<file path="config.mk">
export PLATFORM = sky130hd
export DESIGN_NAME = adc_window_capture
export DESIGN_NICKNAME = d
export VERILOG_FILES = /design/src/rtl/adc_capture_pkg.sv /design/src/rtl/adc_beat_adder.sv /design/src/rtl/adc_window_capture.sv
export SDC_FILE = /design/constraint.sdc
export NUM_CORES = 1
export LEC_CHECK = 0
export ABC_AREA = 1
export BUFFER_PORTS_ARGS = -buffer_cell sky130_fd_sc_hd__buf_2
export CORE_UTILIZATION = 45
export CTS_BUF_LIST = sky130_fd_sc_hd__clkbuf_2
export DETAILED_ROUTE_END_ITERATION = 12
export PLACE_DENSITY = 0.69
export SKIP_LAST_GASP = 1
export SLEW_MARGIN = 20
export SYNTH_ARGS = -nofsm -noshare
export SYNTH_HDL_FRONTEND = slang
export SYNTH_HIERARCHICAL = 1
export SYNTH_SLANG_ARGS = --single-unit
export TNS_END_PERCENT = 100
</file>
<file path="constraint.sdc">
create_clock -name s00_axis_aclk -period 2.76 [get_ports s00_axis_aclk]
set_input_delay 0.276 -clock s00_axis_aclk [delete_from_list [all_inputs] [get_ports s00_axis_aclk]]
set_output_delay 0.276 -clock s00_axis_aclk [all_outputs]
set_load 0.005 [all_outputs]
</file>
<file path="src/rtl/adc_capture_pkg.sv">
// adc_capture_pkg
//   Shared types and constants for the ADC window capture block:
//   FSM state encoding, command/result field positions, pipeline depth,
//   the tag carried alongside each beat through the adder pipeline and a
//   helper that sizes the beat-sum bus.
package adc_capture_pkg;

   typedef enum logic [1:0] {
      IDLE    = 2'd0,
      CAPTURE = 2'd1,
      DRAIN   = 2'd2
   } state_e;

   // Command word fields
   localparam int WIN_LEN_LSB = 0;
   localparam int WIN_LEN_MSB = 15;
   localparam int NUM_WIN_LSB = 16;
   localparam int NUM_WIN_MSB = 47;
   localparam int ABORT_BIT   = 127;

   // Result word fields
   localparam int RES_ACC_LSB = 0;
   localparam int RES_ACC_MSB = 63;
   localparam int RES_TS_LSB  = 64;
   localparam int RES_TS_MSB  = 127;

   // Beat handshake to result write, in cycles
   localparam int PIPE_LATENCY = 3;

   // Samples summed per first-stage partial sum
   localparam int GRP_SIZE = 4;

   typedef struct packed {
      logic        first;
      logic        last;
      logic [63:0] ts;
   } beat_tag_t;

   // Full-precision width of the sum of spb samples of sw bits
   function automatic int beat_sum_w(input int sw, input int spb);
      return sw + $clog2(spb);
   endfunction

endpackage

</file>
<file path="src/rtl/adc_beat_adder.sv">
// adc_beat_adder
//   Two-stage pipelined signed adder tree over one ADC beat.
//   Stage 1 registers GRP_SIZE-sample partial sums, stage 2 registers the
//   full beat sum. A valid bit and a beat tag ride alongside unchanged.
// Ports:
//   clk_i, rst_ni  clock, asynchronous active-low reset
//   clr_i          drops every in-flight beat (valid bits cleared)
//   vld_i          beat accepted this cycle
//   data_i         packed samples, sample 0 in the LSBs
//   tag_i          first/last/timestamp tag of the beat
//   vld_o, sum_o, tag_o  beat sum two cycles later with its tag
module adc_beat_adder
   import adc_capture_pkg::*;
#(
   parameter int SAMPLE_WIDTH     = 16,
   parameter int SAMPLES_PER_BEAT = 16
) (
   input  logic                                                  clk_i,
   input  logic                                                  rst_ni,
   input  logic                                                  clr_i,
   input  logic                                                  vld_i,
   input  logic [SAMPLE_WIDTH*SAMPLES_PER_BEAT-1:0]              data_i,
   input  beat_tag_t                                             tag_i,
   output logic                                                  vld_o,
   output logic [beat_sum_w(SAMPLE_WIDTH, SAMPLES_PER_BEAT)-1:0] sum_o,
   output beat_tag_t                                             tag_o
);

   localparam int NUM_GRP = SAMPLES_PER_BEAT / GRP_SIZE;
   localparam int PSUM_W  = SAMPLE_WIDTH + $clog2(GRP_SIZE);
   localparam int SUM_W   = beat_sum_w(SAMPLE_WIDTH, SAMPLES_PER_BEAT);

   logic [NUM_GRP-1:0][PSUM_W-1:0] psum_d, psum_q;
   logic [SUM_W-1:0]               sum_d, sum_q;
   logic [2:1]                     vld_pipe_q;
   beat_tag_t                      tag1_q, tag2_q;

   // Sign extension before each add keeps the unsigned adders exact in
   // two's complement.
   always_comb begin
      psum_d = '0;
      for (int g = 0; g < NUM_GRP; g++) begin
         for (int k = 0; k < GRP_SIZE; k++) begin
            psum_d[g] = psum_d[g] +
               {{(PSUM_W-SAMPLE_WIDTH){data_i[(g*GRP_SIZE+k)*SAMPLE_WIDTH + SAMPLE_WIDTH-1]}},
                data_i[(g*GRP_SIZE+k)*SAMPLE_WIDTH +: SAMPLE_WIDTH]};
         end
      end
   end

   always_comb begin
      sum_d = '0;
      for (int g = 0; g < NUM_GRP; g++) begin
         sum_d = sum_d + {{(SUM_W-PSUM_W){psum_q[g][PSUM_W-1]}}, psum_q[g]};
      end
   end

   always_ff @(posedge clk_i or negedge rst_ni) begin
      if (!rst_ni) begin
         vld_pipe_q <= '0;
         psum_q     <= '0;
         sum_q      <= '0;
         tag1_q     <= '0;
         tag2_q     <= '0;
      end else begin
         vld_pipe_q <= clr_i ? 2'b00 : {vld_pipe_q[1], vld_i};
         psum_q     <= psum_d;
         sum_q      <= sum_d;
         tag1_q     <= tag_i;
         tag2_q     <= tag1_q;
      end
   end

   assign vld_o = vld_pipe_q[2];
   assign sum_o = sum_q;
   assign tag_o = tag2_q;

endmodule

</file>
<file path="src/rtl/adc_window_capture.sv">
// adc_window_capture
//   Integrates ADC stream beats over commanded windows and writes one
//   128-bit {timestamp, accumulator} entry per window into the RTI FIFO.
//   Commands arrive as an RTO strobe plus command word; capture windows
//   therefore start on the RTIO timeline.
// Ports:
//   s00_axis_*        ADC AXI4-Stream slave (tready always 1)
//   counter           RTIO time, sampled on a window's first beat
//   counter_matched   command strobe, cmd_in valid with it
//   flush             synchronous abort that also clears sticky flags
//   rti_core_*        result FIFO write side
//   busy              capture or drain in progress
//   overflow_error    sticky, a result was dropped on a full FIFO
//   cmd_error         one-cycle pulse, command rejected while busy
//   dropped_count     saturating count of dropped results
module adc_window_capture
   import adc_capture_pkg::*;
#(
   parameter int AXIS_DATA_WIDTH  = 256,
   parameter int SAMPLE_WIDTH     = 16,
   parameter int SAMPLES_PER_BEAT = AXIS_DATA_WIDTH / SAMPLE_WIDTH,
   parameter int ACC_WIDTH        = 48
) (
   input  logic                       s00_axis_aclk,
   input  logic                       s00_axis_aresetn,
   input  logic [AXIS_DATA_WIDTH-1:0] s00_axis_tdata,
   input  logic                       s00_axis_tvalid,
   output logic                       s00_axis_tready,
   input  logic [63:0]                counter,
   input  logic                       counter_matched,
   input  logic [127:0]               cmd_in,
   input  logic                       flush,
   output logic [127:0]               rti_core_fifo_din,
   output logic                       rti_core_write,
   input  logic                       rti_core_full,
   output logic                       busy,
   output logic                       overflow_error,
   output logic                       cmd_error,
   output logic [15:0]                dropped_count
);

   localparam int SUM_W   = beat_sum_w(SAMPLE_WIDTH, SAMPLES_PER_BEAT);
   localparam int RES_W   = RES_ACC_MSB - RES_ACC_LSB + 1;

   state_e      state_q, state_d;
   logic [15:0] win_len_q, win_len_d;
   logic [15:0] beat_idx_q, beat_idx_d;
   logic [31:0] win_left_q, win_left_d;
   logic [1:0]  drain_cnt_q, drain_cnt_d;
   logic        start;

   logic [15:0] cmd_win_len;
   logic [31:0] cmd_num_win;
   logic        kill, accept, first_beat, last_beat;
   logic        unused_cmd_bits;

   assign unused_cmd_bits = ^cmd_in[ABORT_BIT-1:NUM_WIN_MSB+1];

   assign cmd_win_len = (cmd_in[WIN_LEN_MSB:WIN_LEN_LSB] == '0) ? 16'd1
                                                               : cmd_in[WIN_LEN_MSB:WIN_LEN_LSB];
   assign cmd_num_win = cmd_in[NUM_WIN_MSB:NUM_WIN_LSB];

   // Abort command and flush both empty the block on the next edge; a beat
   // arriving alongside them is not counted.
   assign kill       = flush | (counter_matched & cmd_in[ABORT_BIT]);
   assign accept     = s00_axis_tvalid & (state_q == CAPTURE) & ~kill;
   assign first_beat = (beat_idx_q == '0);
   assign last_beat  = (beat_idx_q == win_len_q - 16'd1);

   always_comb begin
      state_d     = state_q;
      win_len_d   = win_len_q;
      beat_idx_d  = beat_idx_q;
      win_left_d  = win_left_q;
      drain_cnt_d = drain_cnt_q;
      start       = 1'b0;
      if (kill) begin
         state_d = IDLE;
      end else begin
         case (state_q)
            IDLE: begin
               if (counter_matched && cmd_num_win != '0) begin
                  state_d    = CAPTURE;
                  win_len_d  = cmd_win_len;
                  win_left_d = cmd_num_win;
                  beat_idx_d = '0;
                  start      = 1'b1;
               end
            end
            CAPTURE: begin
               if (accept) begin
                  if (last_beat) begin
                     beat_idx_d = '0;
                     win_left_d = win_left_q - 32'd1;
                     if (win_left_q == 32'd1) begin
                        state_d     = DRAIN;
                        drain_cnt_d = 2'(PIPE_LATENCY - 1);
                     end
                  end else begin
                     beat_idx_d = beat_idx_q + 16'd1;
                  end
               end
            end
            DRAIN: begin
               // Held until the last window's write slot has passed
               if (drain_cnt_q == '0) state_d = IDLE;
               else                   drain_cnt_d = drain_cnt_q - 2'd1;
            end
            default: state_d = IDLE;
         endcase
      end
   end

   always_ff @(posedge s00_axis_aclk or negedge s00_axis_aresetn) begin
      if (!s00_axis_aresetn) begin
         state_q     <= IDLE;
         win_len_q   <= '0;
         beat_idx_q  <= '0;
         win_left_q  <= '0;
         drain_cnt_q <= '0;
      end else begin
         state_q     <= state_d;
         win_len_q   <= win_len_d;
         beat_idx_q  <= beat_idx_d;
         win_left_q  <= win_left_d;
         drain_cnt_q <= drain_cnt_d;
      end
   end

   // Stages 1-2: beat adder tree, tag carries first/last and timestamp
   beat_tag_t        tag_in, tag_s2;
   logic             vld_s2;
   logic [SUM_W-1:0] sum_s2;

   assign tag_in = '{first: first_beat, last: last_beat, ts: counter};

   adc_beat_adder #(
      .SAMPLE_WIDTH     (SAMPLE_WIDTH),
      .SAMPLES_PER_BEAT (SAMPLES_PER_BEAT)
   ) u_adder (
      .clk_i  (s00_axis_aclk),
      .rst_ni (s00_axis_aresetn),
      .clr_i  (kill),
      .vld_i  (accept),
      .data_i (s00_axis_tdata),
      .tag_i  (tag_in),
      .vld_o  (vld_s2),
      .sum_o  (sum_s2),
      .tag_o  (tag_s2)
   );

   // Stage 3: accumulator. A first-beat tag reloads rather than adds, so a
   // window can start on the same edge the previous one's result is built.
   logic [ACC_WIDTH-1:0] acc_q, beat_ext, acc_sum;
   logic [63:0]          ts_q, ts_win;
   logic                 res_vld_q, cmd_err_q, ovf_q, drop;
   logic [127:0]         din_q;
   logic [15:0]          drop_q;

   assign beat_ext = {{(ACC_WIDTH-SUM_W){sum_s2[SUM_W-1]}}, sum_s2};
   assign acc_sum  = tag_s2.first ? beat_ext : acc_q + beat_ext;
   assign ts_win   = tag_s2.first ? tag_s2.ts : ts_q;
   assign drop     = res_vld_q & rti_core_full;

   always_ff @(posedge s00_axis_aclk or negedge s00_axis_aresetn) begin
      if (!s00_axis_aresetn) begin
         acc_q     <= '0;
         ts_q      <= '0;
         res_vld_q <= 1'b0;
         din_q     <= '0;
         cmd_err_q <= 1'b0;
         ovf_q     <= 1'b0;
         drop_q    <= '0;
      end else begin
         if (start) begin
            acc_q <= '0;
         end else if (vld_s2) begin
            acc_q <= acc_sum;
            ts_q  <= ts_win;
         end
         res_vld_q <= vld_s2 & tag_s2.last & ~kill;
         if (vld_s2 && tag_s2.last) begin
            din_q <= {ts_win, {(RES_W-ACC_WIDTH){acc_sum[ACC_WIDTH-1]}}, acc_sum};
         end
         cmd_err_q <= counter_matched & ~cmd_in[ABORT_BIT] & ~flush & (state_q != IDLE);
         // Results are never retried: a full FIFO in the write slot loses it
         if (flush) begin
            ovf_q  <= 1'b0;
            drop_q <= '0;
         end else if (drop) begin
            ovf_q <= 1'b1;
            if (drop_q != 16'hFFFF) drop_q <= drop_q + 16'd1;
         end
      end
   end

   assign s00_axis_tready   = 1'b1;
   assign rti_core_write    = res_vld_q & ~rti_core_full;
   assign rti_core_fifo_din = din_q;
   assign busy              = (state_q != IDLE);
   assign overflow_error    = ovf_q;
   assign cmd_error         = cmd_err_q;
   assign dropped_count     = drop_q;

endmodule

</file>
==> results of run 1 <==
## placed cells by master, fill, tap and decap left out, types with 23 or more instances in the layout
cell,count
a21oi_1,139
a21oi_2,46
buf_2,521
buf_4,131
clkbuf_2,192
clkinv_1,29
dfrtp_1,536
dlygate4sd3_1,601
fa_1,139
ha_1,121
ha_4,29
inv_1,434
nand2_1,1264
nand2_2,58
nand3_1,235
nand4_1,42
nor2_1,297
nor2_2,23
nor3_1,36
o21ai_0,330
o21ai_1,29
xnor2_1,24
xor2_1,58
## through the flow
stage	cells	util, %
CTS	6566	63.0
global placement	5673	52.0
floorplan	4165	-
detailed placement	5673	52.0
global route	6548	63.6
finish	6550	63.6
## layer usage
metal,up-vias,wire [um],track usage [%]
li1,16000,-,-
met1,15900,43100,34.5
met2,1603,57500,52.4
met3,535,7660,6.61
met4,12,8280,22.2
met5,-,78,0
## worst min-delay path, stage by stage
cell     delay, ns
buf_2         0.09
fa_1          0.19
fa_1          0.18
ha_1          0.18
a21oi_2       0.06
buf_4         0.13
nand2_2       0.08
xor2_1        0.06
## path summary, 6_finish.rpt
check | depth (start not counted) | to
max | 13 | u_adder/psum_q[17]$_DFF_PN0_
min | 8 | u_adder/psum_q[43]$_DFF_PN0_
max reg2reg | 20 | u_adder/sum_o[17]$_DFF_PN0_
min reg2reg | 0 | u_adder/tag_o[47]$_DFF_PN0_
max in group asynchronous | 6 | dropped_count[8]$_DFFE_PN0P_
min in group asynchronous | 5 | u_adder/tag_o[0]$_DFF_PN0_
## layout make-up
cell class / count / area (sq um) / share of cell area, %
multi-input cells: 3063 / 18600 / 40.1
flip-flops and latches: 537 / 13400 / 29.0
repair buffers: 1287 / 10200 / 21.9
inverters: 453 / 1700 / 3.67
well taps: 959 / 1200 / 2.59
clock buffers: 192 / 961 / 2.07
clock inverters: 51 / 295 / 0.636
diodes: 8 / 20.0 / 0.0431
## cell families (layout without fill, tap and decap cells)
| group | after synthesis | after routing |
|---|---|---|
| mux | 7 | 7 |
| flops | 537 | 537 |
| xor+xnor | 94 | 94 |
| buf+inv | 565 | 1983 |
| fa+ha+maj | 312 | 312 |
| simple gates | 2043 | 2043 |
| compound gates | 606 | 606 |
| other cells | 1 | 9 |
## sequential cells by signal (all words and copies together) (netlist names), 20 cells and up
signal             count
rti_core_fifo_din    112
u_adder/tag_o         66
ts_q                  64
u_adder/sum_o         20
u_adder/tag1_q        66
acc_q                 48
win_left_q            32
u_adder/psum_q        72
## synthesized netlist by cell type, drive strengths merged (3+ instances only)
cell type	instances
a21boi	3
a21o	4
a21oi	190
a31oi	3
and2	12
and3	9
buf	47
clkbuf	65
dfrtp	537
fa	154
ha	158
inv	452
mux2i	7
nand2	1333
nand3	246
nand3b	12
nand4	42
nor2	332
nor3	40
nor4	15
o21a	10
o21ai	370
o21bai	12
o22ai	7
o31ai	5
xnor2	27
xor2	67
## report_power, final
part	switching, uW	total (uW)	internal [uW]
Clock	3570	5560	1990
Sequential	949	10300	9360
Combinational	19400	35300	16000
Total	23900	51200	27300
## timing repair
action                     in CTS  in global routing
setup endpoints to repair      15                137
gates resized for setup        54                178
hold endpoints to repair      810                 16
buffers inserted                2                 16
pin swaps                      12                 68
hold buffers                  648                 25
==> impl_metrics.ini, run 1 <==
[floorplanning]
io_pins = 603
core_area_sq_um = 73000
fp-row-count = 99
die_w_um = 274
initial_core_util_pct = 45.5
die-area_sq_um = 74900
die_h_um = 274

[drt]
antenna_left = 0
detail_route.vias_per_cell = 5.20
avgRoutedWirePerCell_um = 17.8
drt_iter0_markers = 2221
wl_um = 117000
vias = 34000
drcViolationCount = 0
firstDrtPassIters = 7

[synth]
ys_seq_elements = 537
synth_area_leaders = dfrtp_1, nand2_1, fa_1, ha_1, o21ai_0
yosys.area_share.simple_pct = 25.3
async_flop_share_pct = 100
netlist_instances = 4165
syn_avg_cell_area_sq_um = 7.98
synth_top_family_by_area = simple AND/OR/NAND/NOR gates
synth_edf_count = 0
synth_compound_area_share_pct = 9.56
yosys_warnings = 6
synth_adder_area_share_pct = 15.2
synth_top_cell_by_area = dfrtp_1
synth-xor-area-share_pct = 2.48
synthMuxAreaShare_pct = 0.211
ys_types = 46
synth_flop_cell = dfrtp_1
netlist_area_sq_um = 33200
yosysSeqAreaShare_pct = 40.5
syn_nets = 4931
yosysTopAreaCellShare_pct = 40.5

[finish]
final_nets = 6249
drive_above_1_share_pct = 20.7
areaGrowthSynthToFinish_pct = 39.7
fillerInstances = 5860
final_area_sq_um = 46400

[worst_setup_path]
crit_fanout = 5
worstPathRequired_ns = 3.92
crit_family = buffers and inverters
crit_chain = buf_2 > fa_1 > fa_1 > dlygate4sd3_1 > ha_1 > dlygate4sd3_1 > a21oi_1 > o21ai_0 > a21oi_2 > nand2_1 > nand2_1 > dlygate4sd3_1 > nand2_1
worstSetupStartpointType = input port
crit_arrival_ns = 4.43
critPathCaptureType = register
reg2reg_slack_ns = -0.23
cpPeakStageDelay_ns = 0.65
critPathBufInv = 4
cp_slowest_cell = dlygate4sd3_1
critical_path_class = in2reg
r2r_start = u_adder/psum_q[0]$_DFF_PN0_
startpoint = s00_axis_tdata[14]

[clock_network]
root_buffer = clkbuf_2
cts.clk_slew.worst_paths_ns = 0.12
cts_tree = done
cts_max_path_buffers = 3
clkLatencyLatePin_ns = 1.38
clock_sinks = 537
htree_levels = 4
cts_buffers = 141

[power]
p_leak_uw = 0.0238
ir_worst_vdd_v = 0.00164
powerDensity_nw_per_um2 = 1100
power_uw = 51200

[grt]
grt_pass1_wl_um = 181000
grt_pass1_vias = 35300
grt-ovfl-total = 0
gr-usage-all-layers_pct = 30.9
grt_max_degree = 142
antenna_found_initial = 12

[run]
cap_viol_max_count = 0

[timing]
worst_clock_skew_ns = 0.135
tns_ns = -5.61
finalCritPeriodShare_pct = 119
setup_viol = 38
rsz0062_at_grt = yes
timing.slew.headroom_pct = 45.8
fmax_mhz = 306
holdWs_ns = 0.0362
drv_slew = 0
finalHoldViolations = 0
min_period_ns = 3.27
finalWorstSetupSlack_ns = -0.511
worstMarginPinSlew_ns = 0.813

[placed_design]
io_buffers = 522
postPlaceCellArea_sq_um = 37900
dp_hpwl_um = 73000
preCtsSetupSlack_ns = -0.293
gp_congestion = 1.01

[hold_path]
hp-class = in2reg
min-delay-start = s00_axis_tdata[150]

[outcome]
outcome = finished, violations left
violations = negative setup slack
Note: power is estimated with default switching activity, not from simulation.
==> run 2, diff against run 1 <==
--- a/config.mk
+++ b/config.mk
@@ -11,6 +11,7 @@
 export CTS_BUF_LIST = sky130_fd_sc_hd__clkbuf_2
 export DETAILED_ROUTE_END_ITERATION = 12
 export PLACE_DENSITY = 0.69
+export SKIP_CTS_REPAIR_TIMING = 1
 export SKIP_LAST_GASP = 1
 export SLEW_MARGIN = 20
 export SYNTH_ARGS = -nofsm -noshare
==> run 2 against run 1 <==
Against the previous run: the flow still finishes with violations (negative setup slack); count of clock-buffer cells in the layout is the same; routed wire length shrank 8.5%; via count shrank 3.8%; critical path depth grew 1; critical path type unchanged; first-iteration DRC count shrank 10%; core utilization shrank 1.8 points; global-route usage shrank 6.0 points; total power shrank 7.6%; sequential share of layout area grew 0.84 points.
==> impl_metrics.ini, run 2 (same netlist as run 1, synthesis figures left out) <==
[timing]
worstMarginPinSlew_ns = 0.861
min_period_ns = 3.16
worst_clock_skew_ns = 0.140
timing.slew.headroom_pct = 42.6
finalHoldViolations = 0
rsz0062_at_grt = yes
holdWs_ns = 0.00190
tns_ns = -5.13
finalCritPeriodShare_pct = 115
fmax_mhz = 316
setup_viol = 57
drv_slew = 0
finalWorstSetupSlack_ns = -0.402

[hold_path]
holdPathStages = 9
hp-class = in2reg
min-delay-start = s00_axis_tdata[93]
whs_endpoint = u_adder/psum_q[32]$_DFF_PN0_

[clock_network]
root_buffer = clkbuf_2
clock_sinks = 537
cts_buffers = 141
cts.clk_slew.worst_paths_ns = 0.12
cts_tree = done
clkLatencyLatePin_ns = 1.39
htree_levels = 4
cts_max_path_buffers = 3

[worst_setup_path]
crit_fanout = 2
cpMostUsedCell = dlygate4sd3_1
crit_chain = dlygate4sd3_1 > buf_2 > fa_1 > fa_1 > dlygate4sd3_1 > ha_1 > dlygate4sd3_1 > a21oi_1 > o21ai_0 > a21oi_1 > nand2_1 > nand2_1 > dlygate4sd3_1 > nand2_1
startpoint = s00_axis_tdata[45]
crit_arrival_ns = 4.36
worst_r2r_endpoint = u_adder/sum_o[17]$_DFF_PN0_
r2r_start = u_adder/psum_q[18]$_DFF_PN0_
worstSetupStartpointType = input port
critical_path_class = in2reg
cp_slowest_cell = dlygate4sd3_1
reg2reg_slack_ns = -0.24
critPathCaptureType = register
cpPeakStageDelay_ns = 0.57
rr_worst_depth = 15
worstPathRequired_ns = 3.96

[floorplanning]
core_area_sq_um = 73000
die_w_um = 274
die_h_um = 274
initial_core_util_pct = 45.5
io_pins = 603
fp-row-count = 99
die-area_sq_um = 74900

[finish]
final_util_pct = 61.8
layout_commonest_cell = nand2_1
areaGrowthSynthToFinish_pct = 35.8
regArea_sq_um = 13400
final_nets = 6169
largest_reg_flops = 112
layout_common_cells = nand2_1, dlygate4sd3_1, dfrtp_1
drive_above_1_share_pct = 18.8
fillerInstances = 6124
finalNonFillerCells = 6472
multi_input_area_sq_um = 18100

[placed_design]
io_buffers = 522
placedCellCount = 5673
gp_congestion = 1.01
preCtsSetupSlack_ns = -0.293
dp_hpwl_um = 73000

[drt]
wl_um = 107000
vias = 32800
antenna_left = 0
drcViolationCount = 0
drt_iter0_markers = 1996
firstDrtPassIters = 6
avgRoutedWirePerCell_um = 16.5
detail_route.vias_per_cell = 5.06

[grt]
grt_pass1_wl_um = 148000
grt-ovfl-total = 0
grt_pass1_vias = 29100
gr-usage-all-layers_pct = 24.9
antenna_found_initial = 8
grt_max_degree = 142

[power]
powerDensity_nw_per_um2 = 1050
ir_worst_vdd_v = 0.00141
p_leak_uw = 0.0233

[outcome]
violations = negative setup slack
outcome = finished, violations left

[run]
cap_viol_max_count = 0
[run 2: changes by cell type in the layout (fill, tap and decap cells not counted), moves of 9 or more]
cell	change
dlygate4sd3_1	-59
nand2_1	+33
a21oi_1	+30
a21oi_2	-29
nand2_2	-25
nor2_1	+14
fa_1	+12
fa_2	-12
ha_1	+11
dlymetal6s4s_1	-9
[run 2: area by class of cell]
class	count	share of cell area (%)
Antenna cell	10	0.0555
Clock buffer	192	2.13
Clock inverter	51	0.655
Inverter	453	3.77
Multi-Input combinational cell	3063	40.2
Sequential cell	537	29.8
Tap cell	959	2.66
Timing Repair Buffer	1207	20.7
[run 2: power by group]
| part | total (uW) | internal (uW) | switching (uW) |
|---|---|---|---|
| Sequential | 10300 | 9360 | 908 |
| Combinational | 31500 | 14300 | 17200 |
| Clock | 5530 | 1990 | 3530 |
[run 2: critical path: cells and delay by family]
kind	cells	cell delay [ns]
buffers and inverters	5	2.35
AND/OR/NAND/NOR	3	0.20
AO/OA/AOI/OAI	3	0.44
adder cells (fa/ha/maj)	3	1.07
[run 2: worst max path at each step]
stage,to,slack (ns),cells after the start
after CTS,u_adder/sum_o[16]$_DFF_PN0_,-0.30,17
final,u_adder/psum_q[17]$_DFF_PN0_,-0.40,14
after floorplan,u_adder/sum_o[19]$_DFF_PN0_,-0.09,17
after global placement,u_adder/sum_o[19]$_DFF_PN0_,-0.26,17
after detailed placement,u_adder/sum_o[18]$_DFF_PN0_,-0.29,17
after global routing,u_adder/psum_q[17]$_DFF_PN0_,-0.45,14
[run 2: layer usage]
layer / part of all wire (%) / vias to the layer above / GRT usage (%) / routed length, um
li1: - / 15900 / - / -
met1: 39 / 15400 / 30.5 / 42000
met2: 50 / 1183 / 43.0 / 53700
met4: 4.7 / 0 / 10.2 / 5060
met5: 0 / - / 0 / 0
met3: 5.6 / 316 / 4.61 / 5970
[run 2: stage by stage]
step / instance area (sq um) / power, uW
4_1_cts: 39200 / 42900
5_1_grt: 45100 / 51500
6_report: 45100 / 47300
3_5_place_dp: 37900 / 37200
3_3_place_gp: 37900 / 36900
2_1_floorplan: 33400 / 28400
